===== config.mk =====
export PLATFORM = sky130hd
export DESIGN_NAME = iopage_bus_ctl
export DESIGN_NICKNAME = d
export VERILOG_FILES = /design/src/rtl/iopage_bus_ctl.sv
export SDC_FILE = /design/constraint.sdc
export NUM_CORES = 1
export LEC_CHECK = 0
export ABC_AREA = 1
export CORE_ASPECT_RATIO = 0.7
export CORE_MARGIN = 2
export CORE_UTILIZATION = 35
export CTS_CLUSTER_SIZE = 24
export DETAILED_ROUTE_END_ITERATION = 6
export MAX_ROUTING_LAYER = met4
export PLACE_DENSITY = 0.75
export RECOVER_POWER = 100
export SYNTH_ARGS = -nofsm -noshare
export SYNTH_HDL_FRONTEND = slang
export SYNTH_SLANG_ARGS = --single-unit
export TNS_END_PERCENT = 50

===== constraint.sdc =====
create_clock -name clk -period 1.86 [get_ports clk]
set_input_delay 0.372 -clock clk [delete_from_list [all_inputs] [get_ports clk]]
set_output_delay 0.372 -clock clk [all_outputs]
set_load 0.005 [all_outputs]

===== src/rtl/iopage_bus_ctl.sv =====
// I/O-page bus controller: decodes the top 8 KB of the 22-bit space, strobes the
// register slaves, and returns ack with read data or NXM after a decode timeout.
module iopage_bus_ctl #(
  parameter int NSLAVES = 8,
  parameter int TIMEOUT = 16
) (
  input  logic                    clk,
  input  logic                    reset,
  input  logic [21:0]             bus_addr,
  input  logic                    bus_rd,
  input  logic                    bus_wr,
  input  logic                    bus_byte_op,
  input  logic [15:0]             bus_data_in,
  output logic [15:0]             bus_data_out,
  output logic                    bus_ack,
  output logic                    bus_nxm,
  output logic [12:0]             iopage_addr,
  output logic [15:0]             iopage_data,
  output logic                    iopage_rd,
  output logic                    iopage_wr,
  output logic                    iopage_byte_op,
  input  logic [NSLAVES-1:0]      slave_decode,
  input  logic [16*NSLAVES-1:0]   slave_data,
  output logic                    multi_hit
);

  localparam logic [2:0] ST_IDLE   = 3'd0;
  localparam logic [2:0] ST_ACCESS = 3'd1;
  localparam logic [2:0] ST_WAIT   = 3'd2;
  localparam logic [2:0] ST_DONE   = 3'd3;
  localparam logic [2:0] ST_ERR    = 3'd4;
  localparam logic [2:0] ST_REL    = 3'd5;

  logic [2:0]  state_reg;
  logic [7:0]  cnt_reg;
  logic        is_wr_reg;

  logic [15:0] slave_word [NSLAVES];
  logic [15:0] hit_word;
  logic [15:0] read_value;
  logic        hit_any;
  logic        hit_multi;
  logic        hit_found;
  logic        accept;

  genvar gi;
  generate
    for (gi = 0; gi < NSLAVES; gi++) begin : g_slave_word
      assign slave_word[gi] = slave_data[16*gi +: 16];
    end
  endgenerate

  // Lowest-index decoding slave wins the data path.
  always_comb begin
    hit_word  = 16'h0000;
    hit_found = 1'b0;
    for (int i = 0; i < NSLAVES; i++) begin
      if (!hit_found && slave_decode[i]) begin
        hit_word  = slave_word[i];
        hit_found = 1'b1;
      end
    end
  end

  assign hit_any    = |slave_decode;
  assign hit_multi  = |(slave_decode & (slave_decode - NSLAVES'(1)));
  assign read_value = iopage_byte_op
                    ? {8'h00, (iopage_addr[0] ? hit_word[15:8] : hit_word[7:0])}
                    : hit_word;
  assign accept     = (bus_addr[21:13] == 9'o777) && (bus_rd ^ bus_wr);

  always_ff @(posedge clk) begin
    if (reset) begin
      state_reg      <= ST_IDLE;
      cnt_reg        <= 8'd0;
      is_wr_reg      <= 1'b0;
      bus_data_out   <= 16'h0000;
      bus_ack        <= 1'b0;
      bus_nxm        <= 1'b0;
      iopage_addr    <= 13'h0000;
      iopage_data    <= 16'h0000;
      iopage_rd      <= 1'b0;
      iopage_wr      <= 1'b0;
      iopage_byte_op <= 1'b0;
      multi_hit      <= 1'b0;
    end else begin
      bus_ack   <= 1'b0;
      bus_nxm   <= 1'b0;
      iopage_wr <= 1'b0;

      if ((state_reg == ST_ACCESS || state_reg == ST_WAIT) && hit_multi)
        multi_hit <= 1'b1;

      case (state_reg)
        ST_IDLE: begin
          if (accept) begin
            iopage_addr    <= bus_addr[12:0];
            iopage_byte_op <= bus_byte_op;
            iopage_data    <= bus_byte_op ? {bus_data_in[7:0], bus_data_in[7:0]} : bus_data_in;
            iopage_rd      <= bus_rd;
            iopage_wr      <= bus_wr;
            is_wr_reg      <= bus_wr;
            state_reg      <= ST_ACCESS;
          end
        end
        ST_ACCESS, ST_WAIT: begin
          if (hit_any) begin
            bus_ack      <= 1'b1;
            bus_data_out <= is_wr_reg ? 16'h0000 : read_value;
            iopage_rd    <= 1'b0;
            // A late-decoding slave missed the original write strobe, so repeat it.
            iopage_wr    <= is_wr_reg && (state_reg == ST_WAIT);
            state_reg    <= ST_DONE;
          end else if (state_reg == ST_ACCESS) begin
            cnt_reg   <= 8'd1;
            state_reg <= ST_WAIT;
          end else if (cnt_reg == 8'(TIMEOUT)) begin
            bus_nxm      <= 1'b1;
            bus_data_out <= 16'h0000;
            iopage_rd    <= 1'b0;
            state_reg    <= ST_ERR;
          end else begin
            cnt_reg <= cnt_reg + 8'd1;
          end
        end
        ST_DONE, ST_ERR: state_reg <= ST_REL;
        ST_REL: begin
          if (!bus_rd && !bus_wr)
            state_reg <= ST_IDLE;
        end
        default: state_reg <= ST_IDLE;
      endcase
    end
  end

endmodule


Yosys cells after proc, flatten, opt, wreduce, memory -nomap -nowiden
Index checks and enable logic that the tools add are counted.

Add/subtract/negate cells: 2. Equality and inequality tests: 14. Multiplexer cells: 40. Bitwise gates (word level): 4. Reductions and logical operators: 35.

Operators by type and width (count): $mux W16 (14); $mux W8 (3); $reduce_or A8 Y1 (2); $mux W1 (15); $mux W3 (5); $pmux W3 S4 (1); $logic_and A1 B1 Y1 (11); $reduce_or A11 Y1 (1); $eq A9 B9 Y1 const B (1); $logic_not A1 Y1 (9); $reduce_and A3 Y1 (3); $add A8 B1 Y8 const B (1); $and A8 B8 Y8 (1); $eq A8 B5 Y1 const B (1); $ne A2 B2 Y1 const B (4); $sub A8 B1 Y8 const B (1); $eq A3 B2 Y1 const B (2); $eq A3 B3 Y1 const B (2); $ne A3 B3 Y1 const B (2); $reduce_or A2 Y1 (3); $ne A4 B4 Y1 const B (1); $pmux W1 S2 (2); $reduce_and A4 Y1 (1); $reduce_bool A2 Y1 (2); other kinds (6) (7).

Register bits after elaboration: 63. Output and inout port bits: 51. Word-level logic and storage cells: 107.

Logic depth before layout (Yosys ltp)
Gate-level depths: netlist of run 1.

Depth in word-level cells: 26. Depth in mapped cells: 13. Depth with buffers taken out: 11.

Least setup slack after synthesis of run 1
No wires, ideal clock.

Path type: input-to-reg. Start point: in slave_decode[1]. End point: reg bus_data_out[2]. Library setup time: 0.132 ns. Arrival: 1.658 ns. Required time: 1.728 ns. Slack: 0.070 ns. Stages: 11. Cells stage by stage: buf_4 -> nor2_8 -> nand2_4 -> nor3_4 -> inv_2 -> buf_2 -> or2_1 -> nand2_1 -> nand2_1 -> nand3_1 -> a21oi_1.

Cells in the longest elaborated chain, start to end: 24. Elaborated cells between the ends (all ways): 34. Those cells by class: eq/ne: 1; mux: 17; reduce/logical: 16.

RTL lines: start, declared (line 22) `input logic [NSLAVES-1:0] slave_decode,`; $logic_and A1 B1 Y1 (line 58) `if (!hit_found && slave_decode[i]) begin`; $mux W1 (line 58); $logic_not A1 Y1 (line 58); $logic_and A1 B1 Y1 (line 58); $mux W1 (line 58); $logic_not A1 Y1 (line 58); $logic_and A1 B1 Y1 (line 58); $mux W1 (line 58); [... 8 more ...]; $mux W1 (line 58); $logic_not A1 Y1 (line 58); $logic_and A1 B1 Y1 (line 58); $mux W16 (line 58); $mux W8 (line 68) `? {8'h00, (iopage_addr[0] ? hit_word[15:8] : hit_word[7:0])}`; $mux W16 (line 68); $mux W16 (line 109) `bus_data_out <= is_wr_reg ? 16'h0000 : read_value;`; $mux W16 (line 107) `if (hit_any) begin`; end signal, assigned (line 109); end, declared (line 14) `output logic [15:0] bus_data_out,`.

Several ways; a longest one is shown, not always the timed one. A chain may end at the register's enable or synchronous reset.

Worst setup path after layout of run 1
Start point: in slave_decode[7]. End point: reg bus_data_out[2].

Cells in the longest elaborated chain, start to end: 6. Elaborated cells between the ends (all ways): 10. Those cells by class: eq/ne: 1; mux: 5; reduce/logical: 4.

RTL lines (line): $logic_and A1 B1 Y1 (58); $mux W16 (58); $mux W8 (68); $mux W16 (68); $mux W16 (109); $mux W16 (107).

Several ways; a longest one is shown, not always the timed one.

==> impl_metrics.toml, run 1 <==
[outcome]
outcome = "finished clean"

[clock_network]
h-tree-depth = 3
cts-hold-fix-buffers = 0
clkLatencyLatePin_ns = 0.33
tritoncts = "done"
clockRootBuffer = "clkbuf_16"
clock_sinks = 63
cts_buffers = 9
cts_buffer_depth = 2
clk_pin_slew_ns = 0.05

[floorplanning]
initial_core_util_pct = 35.5
dieArea_sq_um = 12600
core_region_area_sq_um = 11600
rows = 33
die_x_microns = 133
die_height_microns = 94.6
ios = 230

[sta]
finalCritPeriodShare_pct = 97.1
hold_violations = 0
worst_pin_slew_ns = 0.356
skew_ns = 0.00489
slew_headroom_pct = 76.2
finalSetupViolations = 0
slew_violations = 0
fmax_mhz = 554
rsz0062_at_grt = "true"
whs_ns = 0.455
min_period_ns = 1.81
tns_ns = 0

[synth]
syn-num-nets = 864
ys_seq_area_share_pct = 30.7
muxShareOfSynthArea_pct = 1.95
synth_top_family_by_area = "simple AND/OR/NAND/NOR gates"
synth_cell_type_count = 35
async_reset_ff_share_pct = 0
synth_area_sq_um = 4100
synth_edf_count = 0
synth-compound-area-share_pct = 9.63
yosysWarnings = 0
synth_top_flop_cell = "dfxtp_1"
yosys.area_share.xor_xnor_pct = 0.854
yosys.area_share.adder_pct = 0.915
yosys.area_share.simple_pct = 45.9
syn_area_per_cell_sq_um = 6.02
synth-seq-cells = 63
postSynthCellCount = 682

[grt]
grt_pass1_vias = 5023
track_usage_pct = 25.5
grt_pass1_wl_microns = 24800
antenna_found_initial = 0
grt_max_degree = 40
grt_overflow = 0

[power_and_ir_drop]
p_per_area_nw_per_um2 = 566
total_leakage_power_uw = 0.00350
power.total_uw = 4260
peakVddDrop_uv = 447

[cells_and_area]
top_regs = "bus_data_out (16), iopage_data (16), iopage_addr (13)"
post-route-util_pct = 65.1
syn2layout_area_growth_pct = 83.4
diodes = 0
fin_cells = 1121
drive_gt1_share_pct = 12.3
layout_common_cells = "nand2_1 (174), clkdlybuf4s50_1 (169), nor2_1 (103), nand3_1 (73), dfxtp_1 (63)"
mostFrequentLayoutCell = "nand2_1"
nNetsFinal = 1141

[routing]
ant_nets = 0
route.detailed.drc = 0
drtIter0Drc = 311
viasPerCell = 4.82
drt-total-wl_microns = 16300
wl_per_cell_microns = 14.6
drtPass1Iterations = 5
vias = 5404

[hold_path]
min_to = "iopage_data[0]"
min_from = "iopage_data[0]"
hp-class = "flop to flop"
min_path_cells = 2

[worst_setup_path]
r2r_slack_ns = 0.13
cp-start-kind = "input port"
crit_top_cell = "nand2_1"
r2r_end = "cnt_reg[2]"
worstRegToRegCells = 11
critical_path.cell_chain = "clkdlybuf4s50_1, inv_1, nor3_4, inv_4, clkbuf_2, or2_0, nand2_1, nand2_1, nand3_1, a21oi_1"
setup.worst_path.class = "input port to flop"
cp_slowest_cell = "clkdlybuf4s50_1"
worstPathRequired_ns = 2.09
regToRegStartpoint = "cnt_reg[0]"
critPathArrivalTime_ns = 2.03
end_kind = "flop"
crit_path_max_fanout = 6
max_stage_delay_ns = 0.47

[placed_design]
dp_cells = 1094
place_hpwl_microns = 12400
gp_congestion = 0.880
port-buffer-count = 229

[flow_run]
cap_violations = 0
[Yosys cell counts (2+ instances only)]
master	n	area [sq um]
nand2_1	174	653
nor2_1	114	428
nand3_1	76	380
inv_1	64	240
dfxtp_1	63	1260
a21oi_1	47	235
o21ai_0	26	130
nand4_1	22	138
clkbuf_1	13	48.8
buf_2	11	55.1
nand3b_1	10	75.1
mux2i_1	8	80.1
or2_0	8	50.1
buf_1	7	26.3
nor3_1	7	35.0
or2_2	4	25.0
ha_1	3	37.5
inv_2	3	11.3
buf_4	2	15.0
nor3_2	2	20.0
or2_1	2	12.5
xnor2_1	2	17.5
xor2_1	2	17.5
[worst max-delay path by stage]
stage	startpoint	to	slack, ns	cells past startpoint
floorplan	slave_decode[1]	bus_data_out[2]	0.07	11
CTS	bus_rd	iopage_addr[11]	0.0008	11
global route	cnt_reg[0]	cnt_reg[2]	-0.003	11
finish	slave_decode[7]	bus_data_out[2]	0.05	10
global placement	slave_decode[0]	bus_data_out[0]	-0.37	10
detailed placement	slave_decode[0]	bus_data_out[0]	-0.40	11
[kinds of logic after synthesis]
group	Yosys count
flip-flops	63
multiplexers	8
AO/OA/AOI/OAI	77
XOR/XNOR	4
AND/OR/NAND/NOR	425
buffers and inverters	102
adder cells (fa/ha/maj)	3
[stage by stage]
step | cell area, sq um | setup WS [ns]
CTS | 7250 | 0.000767
global route | 7530 | -0.00340
global placement | 6930 | -0.369
floorplan | 4100 | 0.0697
finish | 7530 | 0.0544
detailed placement | 6930 | -0.396
[layer usage]
metal / global-route usage (%) / up-vias / wire length (microns)
met5: - / - / 0
met1: 33.7 / 2413 / 7590
li1: - / 2751 / -
met4: 6.03 / 0 / 257
met2: 38.7 / 219 / 7010
met3: 7.35 / 21 / 1470
[where the power goes]
| group | leakage [uW] | switching (uW) | internal [uW] |
|---|---|---|---|
| logic | 0.00284 | 463 | 626 |
| registers | 0.000509 | 34.4 | 1410 |
| clock network | 0.000149 | 587 | 1150 |
[cell type report]
cell class / instances / area (sq um)
clock inverters: 2 / 37.5
repair buffers: 300 / 2980
fillers: 1008 / 4030
clock buffers: 14 / 274
flip-flops and latches: 63 / 1260
multi-input cells: 517 / 2520
well taps: 157 / 196
inverters: 68 / 260
[critical path: cells and delay by family]
kind	cells	cell delay [ns]
AOI/OAI and AO/OA	1	0.06
buffers and inverters	4	0.81
and+or+nand+nor	5	0.79
[what timing repair did]
item                                    4_1_cts  5_1_grt
hold endpoints to repair                      0        0
pin swaps                                     0       10
endpoints found under the setup margin       23       59
resized for setup                             5       41
gates cloned                                  0        5
buffers inserted                              0        6
No activity file was read; power rests on OpenSTA's default activity.
==> run 2, diff against run 1 <==
Settings changed: CORE_UTILIZATION 35 to 42, PLACE_DENSITY 0.75 to 0.85.
Clock period 1.86 ns to 2.1 ns, I/O delays scaled along.
==> run 2 against run 1 <==
  * Critical endpoint is now iopage_data[7]
  * Sequential power down 11%
  * Critical path depth down 1
  * Setup slack lost 0.019 ns
  * Non-clock buffer count shrank 11
  * Clock skew barely moved
  * Clock-buffer cell count fell by 5
  * Cell count fell by 3.6%
  * Core utilization up 9.6 points
  * Largest power group unchanged
  * Register-to-register slack better by 0.03 ns
  * Die area decreased by 16%
  * Clock power shrank 21%
==> impl_metrics.toml, run 2 (synthesis gave the netlist of run 1 again) <==
[floorplanning]
rows = 30
dieArea_sq_um = 10600
ios = 230
initial_core_util_pct = 42.7
core_region_area_sq_um = 9610
die_height_microns = 86.7
die_x_microns = 122

[power_and_ir_drop]
p_switching_uw = 1010
total_leakage_power_uw = 0.00333
clkPwrFrac_pct = 37.7
p_per_area_nw_per_um2 = 501
peakVddDrop_uv = 550
seq_power_share_pct = 35.5
intPower_uw = 2580
power.share.switching_pct = 28.2
combPwrFrac_pct = 26.8

[routing]
met2WireLength_microns = 7690
drt-total-wl_microns = 17100
wl_met3_microns = 1520
drtIter0Drc = 443
drtPass1Iterations = 5
m1WireLength_microns = 7310
highest_layer = "met4"
viasPerCell = 5.17
wl_per_cell_microns = 15.8
route.detailed.drc = 0
vias = 5594
ant_nets = 0

[outcome]
outcome = "finished clean"

[cells_and_area]
multi_input_area_sq_um = 2440
diodes = 0
syn2layout_area_growth_pct = 74.9
fill_cells = 759
drive_gt1_share_pct = 9.34
fin_cells = 1081
regArea_sq_um = 1260
layout_common_cells = "nand2_1 (175), clkdlybuf4s50_1 (174), nor2_1 (110), nand3_1 (76), inv_1 (64)"
top_regs = "bus_data_out (16), iopage_data (16), iopage_addr (13)"
nNetsFinal = 1130
mostFrequentLayoutCell = "nand2_1"

[sta]
slew_violations = 0
slew_headroom_pct = 65.6
setup_ws_ns = 0.0353
hold_violations = 0
fmax_mhz = 484
finalCritPeriodShare_pct = 98.3
finalSetupViolations = 0
tns_ns = 0
min_period_ns = 2.06
skew_ns = 0.00506
worst_pin_slew_ns = 0.515

[worst_setup_path]
worstRegToRegCells = 9
setup.worst_path.class = "input port to flop"
cp_slowest_cell = "clkdlybuf4s50_1"
cp-start-kind = "input port"
critical_path.cell_chain = "clkdlybuf4s50_1, nand4_1, nor3_2, nand3_1, nor2_2, clkbuf_2, clkbuf_16, nand2_1, a21oi_1"
r2r_slack_ns = 0.16
r2r_end = "iopage_data[7]"
regToRegStartpoint = "state_reg[0]"
end_kind = "flop"
worstPathRequired_ns = 2.35
critPathArrivalTime_ns = 2.32
crit_path_max_fanout = 5
max_stage_delay_ns = 0.46

[clock_network]
clk_pin_slew_ns = 0.06
clock_sinks = 63
h-tree-depth = 3
clkLatencyLatePin_ns = 0.33
cts_buffer_depth = 2
clockRootBuffer = "clkbuf_16"
tritoncts = "done"
cts_buffers = 9

[grt]
grt_max_degree = 40
track_usage_pct = 32.1
grt_pass1_wl_microns = 26000
antenna_found_initial = 0
grt_overflow = 0
grt_pass1_vias = 5450

[hold_path]
min_from = "multi_hit"
min_path_cells = 2
hp-class = "flop to flop"
min_to = "multi_hit"

[flow_run]
cap_violations = 0

[placed_design]
place_hpwl_microns = 13100
gp_congestion = 0.908
port-buffer-count = 229
dp_cells = 1059
dp_slack_ns = -0.321
run 2: per-stage QoR:
step | total power (uW) | hold WS (ns) | area [sq um] | util (%)
3_3_place_gp | 2240 | 0.441 | 6860 | 71.4
3_5_place_dp | 2260 | 0.454 | 6860 | 71.4
4_1_cts | 3610 | 0.461 | 7130 | 74.2
6_report | 3600 | 0.458 | 7180 | 74.7
5_1_grt | 3770 | 0.488 | 7180 | 74.7
2_1_floorplan | 1640 | 0.448 | 4100 | -
run 2: per-layer routing:
layer,vias to the layer above,global-route usage (%)
met2,274,50.6
li1,2732,-
met1,2540,40.2
met4,0,9.61
met5,-,-
met3,48,8.82
run 2: final cells by class:
type,count,area share [%]
flip-flops and latches,63,17.6
clock inverters,7,0.697
well taps,128,2.23
clock buffers,9,3.14
multi-input cells,517,34.0
repair buffers,289,38.8
inverters,68,3.56
run 2: what timing repair did:
item | in CTS | in global routing
setup buffers | 0 | 2
hold buffers | 0 | 0
setup endpoints to repair | 0 | 45
resized for setup | 0 | 15
run 2: worst max path at each step:
stage,from,end,slack [ns],cells after the start
floorplan,slave_decode[1],bus_data_out[2],0.26,11
global placement,slave_decode[0],bus_data_out[6],-0.27,12
detailed placement,slave_decode[0],bus_data_out[5],-0.32,13
CTS,slave_decode[0],bus_data_out[5],0.02,13
global route,bus_wr,iopage_data[7],-0.04,11
finish,bus_addr[19],iopage_data[7],0.04,9
run 2: power groups by stage:
stage          Combinational (uW)  Clock, uW  Sequential, uW
6_report                      963       1360            1280
5_1_grt                      1040       1440            1280
4_1_cts                       968       1370            1280
3_5_place_dp                  959          0            1300
3_3_place_gp                  939          0            1300
2_1_floorplan                 346          0            1300
run 2: worst max-delay path, delay by kind of cell:
| family | cells | cell delay (ns) |
|---|---|---|
| AO/OA/AOI/OAI | 1 | 0.16 |
| buffers and inverters | 3 | 0.89 |
| AND/OR/NAND/NOR | 5 | 0.85 |
==> run 3, diff against run 2 <==
Settings changed: CELL_PAD_IN_SITES_DETAIL_PLACEMENT set to 0, CELL_PAD_IN_SITES_GLOBAL_PLACEMENT set to 2, CORE_ASPECT_RATIO 0.7 to 0.9, CORE_UTILIZATION 42 to 20.
==> run 3 against run 2 <==
  * Critical path depth stayed put
  * Combinational power fell by 2%
  * Cell count grew 11%
  * Via count down 7.1%
  * Die area increased by 100%
==> impl_metrics.toml, run 3 (synthesis gave the netlist of run 1 again) <==
[clock_network]
clockRootBuffer = "clkbuf_16"
cts-hold-fix-buffers = 0
cts_buffers = 9
clkLatencyLatePin_ns = 0.33
clk_pin_slew_ns = 0.06
clock_sinks = 63
h-tree-depth = 3
cts_buffer_depth = 2
tritoncts = "done"

[grt]
grt_pass1_wl_microns = 27300
grt_pass1_vias = 5239
grt_max_degree = 40
antenna_found_initial = 1
track_usage_pct = 16.4
grt_overflow = 0

[hold_path]
min_to = "iopage_rd"
hp-class = "flop to flop"
min_from = "iopage_rd"
min_path_cells = 2

[worst_setup_path]
critical_path.cell_chain = "clkdlybuf4s50_1, nand4_1, nor3_1, nand3_1, nor2_1, clkbuf_2, buf_2, o21ai_0, a21oi_1"
worstRegToRegCells = 11
max_stage_delay_ns = 0.48
end_kind = "flop"
critPathArrivalTime_ns = 2.29
r2r_slack_ns = 0.23
cp_slowest_cell = "clkdlybuf4s50_1"
crit_path_max_fanout = 5
r2r_end = "iopage_rd"
cp-start-kind = "input port"
regToRegStartpoint = "cnt_reg[0]"
worstPathRequired_ns = 2.37
setup.worst_path.class = "input port to flop"

[sta]
skew_ns = 0.00691
slew_headroom_pct = 59.2
setup_ws_ns = 0.0748
min_period_ns = 2.03
finalSetupViolations = 0
fmax_mhz = 494
finalCritPeriodShare_pct = 96.4
hold_violations = 0
worst_pin_slew_ns = 0.610
rsz0062_at_grt = "true"
slew_violations = 0

[cells_and_area]
stdcell_area_sq_um = 7350
nNetsFinal = 1124
fin_cells = 1201
layout_common_cells = "nand2_1 (174), clkdlybuf4s50_1 (174), nor2_1 (112), nand3_1 (76), dfxtp_1 (63)"
top_regs = "bus_data_out (16), iopage_data (16), iopage_addr (13)"
syn2layout_area_growth_pct = 79.1
drive_gt1_share_pct = 8.99

[placed_design]
port-buffer-count = 229
dpl_cell_area_sq_um = 7020
place_hpwl_microns = 13900
dp_cells = 1182
gp_congestion = 0.841
dp_slack_ns = -0.330

[routing]
ant_nets = 0
drt-total-wl_microns = 17500
drtIter0Drc = 241
viasPerCell = 4.33
wl_per_cell_microns = 14.6
vias = 5199
route.detailed.drc = 0
drtPass1Iterations = 4

[floorplanning]
rows = 49
initial_core_util_pct = 20.5
ios = 230
die_x_microns = 155
die_height_microns = 140
dieArea_sq_um = 21700
core_region_area_sq_um = 20000

[power_and_ir_drop]
total_leakage_power_uw = 0.00336
power.total_uw = 3760
peakVddDrop_uv = 344
p_per_area_nw_per_um2 = 512

[outcome]
outcome = "finished clean"

[flow_run]
cap_violations = 0
[run 3: changes by cell type in the layout (fill, tap and decap cells not counted), sizes merged]
cell	before	now
diode	0	1
inv	67	68
buf	49	50
bufinv	0	1
clkinvlp	3	0
clkinv	5	1
clkbuf	20	16
[run 3: cell type report]
class / count / area (sq um)
clock inverter: 2 / 38.8
tap: 255 / 319
antenna: 1 / 2.50
clock buffer: 12 / 267
sequential: 63 / 1260
fill: 2145 / 12700
inverter: 68 / 255
timing repair buffer: 283 / 2770
multi-input combinational: 517 / 2440
[run 3: timing repair]
item                       4_1_cts  5_1_grt
gates resized for setup          0       10
setup endpoints to repair        0       55
setup buffers                    0        1
[run 3: per-layer routing]
metal  track usage (%)  part of all wire, %  vias up
met1              20.6                   47     2316
met5                 -                    0        -
met3              4.98                  6.9        8
li1                  -                    -     2727
met2              26.7                   46      148
met4              2.34                 0.76        0
[run 3: how the worst max path moves through the flow]
stage,start,to,slack [ns],depth (start not counted)
final,bus_addr[20],iopage_data[9],0.07,9
after global routing,slave_decode[3],bus_data_out[10],-0.05,9
after CTS,bus_wr,iopage_addr[4],0.01,11
after detailed placement,bus_wr,iopage_addr[4],-0.33,11
after global placement,bus_wr,iopage_addr[4],-0.30,11
after floorplan,slave_decode[1],bus_data_out[2],0.26,11
[run 3: per-stage QoR]
step / utilization [%] / hold slack, ns / setup TNS [ns]
global route: 36.7 / 0.472 / -0.378
global placement: 35.0 / 0.443 / -13.63
detailed placement: 35.0 / 0.449 / -15.28
finish: 36.7 / 0.452 / 0
CTS: 36.6 / 0.459 / 0
floorplan: - / 0.448 / 0
[run 3: power breakdown]
part	leakage, uW	switching [uW]	internal [uW]
registers	0.000509	34.0	1240
clock network	0.000151	533	1010
logic	0.00270	401	542
total	0.00336	968	2790
[run 3: worst max-delay path, delay by kind of cell]
kind | cells | cell delay, ns
AO/OA/AOI/OAI | 2 | 0.19
AND/OR/NAND/NOR | 4 | 0.79
buffers and inverters | 3 | 0.89
